[src/rtl/manual_drive.sv]
// Manual-mode driving controller: gear/pedal FSM, illegal-operation power-off
// pulse, turn-signal blinking and saturating mileage accumulation.
module manual_drive #(
  parameter int BLINK_DIV = 250,
  parameter int MILE_DIV  = 50,
  parameter int MILE_W    = 20
) (
  input  logic              clk,
  input  logic              rst_n,
  input  logic [1:0]        mode,
  input  logic              throttle,
  input  logic              clutch,
  input  logic              brake,
  input  logic              reverse,
  input  logic              turn_left,
  input  logic              turn_right,
  output logic [1:0]        drive_state,
  output logic              power_off,
  output logic              reversing,
  output logic              left_led,
  output logic              right_led,
  output logic [MILE_W-1:0] mileage
);

  localparam int BW = (BLINK_DIV > 1) ? $clog2(BLINK_DIV) : 1;
  localparam int MW = (MILE_DIV > 1) ? $clog2(MILE_DIV) : 1;

  typedef enum logic [1:0] {
    NOT_STARTING = 2'b00,
    STARTING     = 2'b01,
    MOVING       = 2'b10
  } state_t;

  state_t          state, state_nxt;
  logic            kill, reverse_q, phase, illegal, active, turn_req;
  logic [BW-1:0]   blink_cnt;
  logic [MW-1:0]   mile_cnt;

  function automatic logic [MILE_W-1:0] sat_inc(input logic [MILE_W-1:0] v);
    return (&v) ? v : v + 1'b1;
  endfunction

  // rst_n gates active so outputs read 0 while reset is held, whatever mode says
  assign active      = rst_n & (mode == 2'b01) & ~kill;
  assign turn_req    = turn_left | turn_right;
  assign reversing   = reverse & active;
  assign left_led    = active & turn_left & phase;
  assign right_led   = active & turn_right & phase;
  assign drive_state = state;

  always_comb begin
    state_nxt = state;
    illegal   = 1'b0;
    if (!active) begin
      state_nxt = NOT_STARTING;
    end else begin
      case (state)
        NOT_STARTING: begin
          if (throttle && !clutch)                 illegal   = 1'b1;
          else if (throttle && clutch && !brake)   state_nxt = STARTING;
        end
        STARTING: begin
          if (brake)                               state_nxt = NOT_STARTING;
          else if (throttle && !clutch)            state_nxt = MOVING;
        end
        MOVING: begin
          if ((reverse != reverse_q) && !clutch) begin
            illegal   = 1'b1;
            state_nxt = NOT_STARTING;
          end
          else if (brake)                          state_nxt = NOT_STARTING;
          else if (clutch || !throttle)            state_nxt = STARTING;
        end
        default:                                   state_nxt = NOT_STARTING;
      endcase
    end
  end

  always_ff @(posedge clk or negedge rst_n) begin
    if (!rst_n) begin
      state     <= NOT_STARTING;
      power_off <= 1'b0;
      kill      <= 1'b0;
      reverse_q <= 1'b0;
    end else begin
      state     <= state_nxt;
      power_off <= active & illegal;
      reverse_q <= reverse;
      if (mode != 2'b01)          kill <= 1'b0;
      else if (active && illegal) kill <= 1'b1;
    end
  end

  // Idle blinker parks with phase high so a new request lights at once
  always_ff @(posedge clk or negedge rst_n) begin
    if (!rst_n) begin
      blink_cnt <= '0;
      phase     <= 1'b1;
    end else if (active && turn_req) begin
      if (blink_cnt == BW'(BLINK_DIV - 1)) begin
        blink_cnt <= '0;
        phase     <= ~phase;
      end else begin
        blink_cnt <= blink_cnt + 1'b1;
      end
    end else begin
      blink_cnt <= '0;
      phase     <= 1'b1;
    end
  end

  always_ff @(posedge clk or negedge rst_n) begin
    if (!rst_n) begin
      mile_cnt <= '0;
      mileage  <= '0;
    end else if (active && state == MOVING) begin
      if (mile_cnt == MW'(MILE_DIV - 1)) begin
        mile_cnt <= '0;
        mileage  <= sat_inc(mileage);
      end else begin
        mile_cnt <= mile_cnt + 1'b1;
      end
    end else begin
      mile_cnt <= '0;
    end
  end

endmodule

[config.mk]
export PLATFORM = sky130hd
export DESIGN_NAME = manual_drive
export DESIGN_NICKNAME = d
export VERILOG_FILES = /design/src/rtl/manual_drive.sv
export SDC_FILE = /design/constraint.sdc
export NUM_CORES = 1
export LEC_CHECK = 0
export ABC_AREA = 1
export BUFFER_PORTS_ARGS = -buffer_cell sky130_fd_sc_hd__buf_2
export CORE_UTILIZATION = 45
export CTS_CLUSTER_DIAMETER = 120
export DETAILED_ROUTE_END_ITERATION = 16
export PLACE_DENSITY_LB_ADDON = 0.1
export SETUP_SLACK_MARGIN = 0.3
export SLEW_MARGIN = 5
export SYNTH_ARGS = -nofsm -noshare
export SYNTH_HDL_FRONTEND = slang
export SYNTH_SLANG_ARGS = --single-unit
[constraint.sdc]
create_clock -name clk -period 2.12 [get_ports clk]
set_input_delay 0.424 -clock clk [delete_from_list [all_inputs] [get_ports clk]]
set_output_delay 0.424 -clock clk [all_outputs]
set_load 0.02 [all_outputs]
==> results.sh <==
export IMPL_status="completed"
export IMPL_finalSetupViolations=0
export IMPL_instances_no_fill=430
export IMPL_rr_startpoint="mileage[0]"
export IMPL_slew_violations=0
export IMPL_numPortBuffers=35
export IMPL_critPathCaptureType="output pin"
export IMPL_slew_limit_headroom=0.669
export IMPL_die_area_um2=5490
export IMPL_dr_pass1_iters=4
export IMPL_final_cell_mix="117 x nand2_1, 50 x nor2_1, 39 x dfrtp_1, 36 x inv_1, 32 x buf_2"
export IMPL_wire_per_inst_um=11.1
export IMPL_placed_cells=420
export IMPL_syn_to_final_growth_pct=16.1
export IMPL_utilization=0.561
export IMPL_fillers=487
export IMPL_fin_skew_ns=0.00750
export IMPL_cts_inserted_buffers=5
export IMPL_grt_overflow_total=0
export IMPL_grt_antenna_before_repair=0
export IMPL_final_nets=377
export IMPL_yosysUniqueCellTypes=27
export IMPL_sequentialPowerShare=0.518
export IMPL_layout_commonest_cell="nand2_1"
export IMPL_p_total_mw=1.49
export IMPL_cts_sinks=40
export IMPL_power_leakage_nw=1.42
export IMPL_clockBufferDepth=2
export IMPL_crit_chain="inv_1 > nand2_1 > nor2_4 > nand2_1 > nor2_1 > buf_4"
export IMPL_hold_viol=0
export IMPL_hold_buffers=0
export IMPL_routed_via_density=4.71
export IMPL_ir_drop_mv=0.389
export IMPL_clk_pin_slew_ns=0.09
export IMPL_synth_area_um2=2340
export IMPL_crit_slowest_cell="dfrtp_1"
export IMPL_initial_utilization=0.483
export IMPL_core_um2=4850
export IMPL_clock_tree_htree_level_count=2
export IMPL_cts_tree="done"
export IMPL_routed_wl_um=4750
export IMPL_p_sw_mw=0.346
export IMPL_drc=0
export IMPL_synth_nets=335
export IMPL_crit_fanout=5
export IMPL_period_needed_ns=1.72
export IMPL_reg2reg_depth=8
export IMPL_p_per_area_nw_per_um2=548
export IMPL_arrival_ns=1.29
export IMPL_post_synth_cell_area_avg_um2=7.32
export IMPL_place_area_um2=2570
export IMPL_startpoint_type="register"
export IMPL_path_common_cell="nand2_1"
export IMPL_num_antenna_cells=0
export IMPL_grt_usage=0.193
export IMPL_ioPinCount=36
export IMPL_p_int_mw=1.14
export IMPL_drive_above_1_share=0.171
export IMPL_grt_pass1_vias=1800
export IMPL_path_class="register to output pin"
export IMPL_ant_nets=0
export IMPL_dp_hpwl_um=3440
export IMPL_yosysWarnings=0
export IMPL_drtIter0Drc=103
export IMPL_clkPwrFrac=0.438
export IMPL_combPwrFrac=0.044
export IMPL_slowest_delay_ns=0.36
export IMPL_min_period_over_period=0.810
export IMPL_syn_inst=320
export IMPL_dp_slack_ns=0.233
export IMPL_rsz0062_at_grt="true"
export IMPL_fin_area_um2=2720
export IMPL_synth_yosys_seq_area_share=0.428
export IMPL_cts_root_buf="clkbuf_8"
export IMPL_route_vias_total=2026
export IMPL_hp_class="input port to async pin"
export IMPL_grt_pass1_wl_um=7950
export IMPL_fin_setup_tns_ns=0
export IMPL_grt_max_degree=41
export IMPL_layout_setup_ws_ns=0.402
export IMPL_rows=25
export IMPL_swShare=0.232
export IMPL_reg2reg_slack_ns=0.43
export IMPL_worstMarginPinSlew_ns=0.496
export IMPL_timing_rr_end="mileage[9]"
export IMPL_timing_hold_ws_ns=0.230
export IMPL_clk_latency_ns=0.31
export IMPL_maxCapViolations=0
export IMPL_die_w_um=74.1
export IMPL_synth_seq_cells=40
export IMPL_globalplace_congestion=0.811
export IMPL_max_freq_mhz=582
export IMPL_die_h_um=74.1
export IMPL_required_ns=1.70
routing by layer:
| layer | global-route usage | share of wire |
|---|---|---|
| met1 | 0.255 | 0.50 |
| met2 | 0.298 | 0.44 |
| met3 | 0.0556 | 0.045 |
| met4 | 0.0769 | 0.016 |
| met5 | 0 | 0 |
state kept, by name, summed over array words and instances, names as in the netlist:
signal,flops
mileage,20
power_off,1
kill,1
drive_state,2
reverse_q,1
phase,1
blink_cnt,8
mile_cnt,6
critical path, delay by kind of cell, from the launching register on:
family                 cells  cell delay, ns
AND/OR/NAND/NOR            4            0.43
buffers and inverters      2            0.20
flip-flops                 1            0.36
Yosys cell counts:
library cell / n / area share
dfrtp_1: 39 / 0.42
a31o_2: 1 / 0.0037
xnor2_1: 12 / 0.045
dfstp_2: 1 / 0.011
clkinv_2: 1 / 0.0021
nor3b_1: 1 / 0.0032
nand3_2: 4 / 0.017
nand2_2: 1 / 0.0027
nand4_2: 1 / 0.0053
o21ai_2: 2 / 0.0075
inv_2: 1 / 0.0016
nor3_1: 3 / 0.0064
xor2_1: 7 / 0.026
ha_1: 5 / 0.027
nand2_1: 117 / 0.19
nand3_1: 17 / 0.036
a31oi_1: 1 / 0.0027
a21oi_1: 3 / 0.0064
nor2_2: 2 / 0.0053
nand4_1: 3 / 0.0080
nand3b_1: 1 / 0.0032
nor2_1: 50 / 0.080
nor2_4: 2 / 0.0096
o21ai_0: 4 / 0.0086
inv_1: 36 / 0.058
buf_6: 3 / 0.014
o21ai_1: 2 / 0.0043
cells by family (layout without fill, tap and decap cells):
logic type	after synthesis	after routing	share of synthesized area
buffers and inverters	41	84	0.0759
AO/OA/AOI/OAI	13	13	0.0331
XOR/XNOR	19	19	0.0711
adder cells (fa/ha/maj)	5	5	0.0267
AND/OR/NAND/NOR	202	202	0.365
flip-flops	40	40	0.428
area by class of cell:
type,instances,area [µm²],share of cell area
Clock buffer,5,68.8,0.0253
Clock inverter,3,46.3,0.0170
Inverter,38,144,0.0529
Multi-Input combinational cell,239,1170,0.430
Sequential cell,40,1000,0.369
Tap cell,67,83.8,0.0308
Timing Repair Buffer,38,205,0.0755
worst max path at each step:
stage	startpoint	slack [ns]	to
after floorplan	mileage[0]	0.50	mileage[16]
after global placement	mode[1]	0.31	mileage[5]
after detailed placement	mode[1]	0.23	mileage[6]
after CTS	kill	0.37	left_led
after global routing	kill	0.27	reversing
final	kill	0.40	left_led
timing repair:
item,in CTS,in global routing
setup endpoints to repair,1,3
resized for setup,1,3
pin swaps,0,1
setup buffers,0,2
power groups by stage:
stage                     combinational, mW  clock (mW)  sequential, mW
after detailed placement             0.0651           0           0.788
after global routing                 0.0764       0.713           0.774
after floorplan                      0.0282           0           0.789
after global placement               0.0644           0           0.788
final                                0.0657       0.653           0.773
after CTS                            0.0652       0.668           0.773
(Power assumes the default switching activity.)
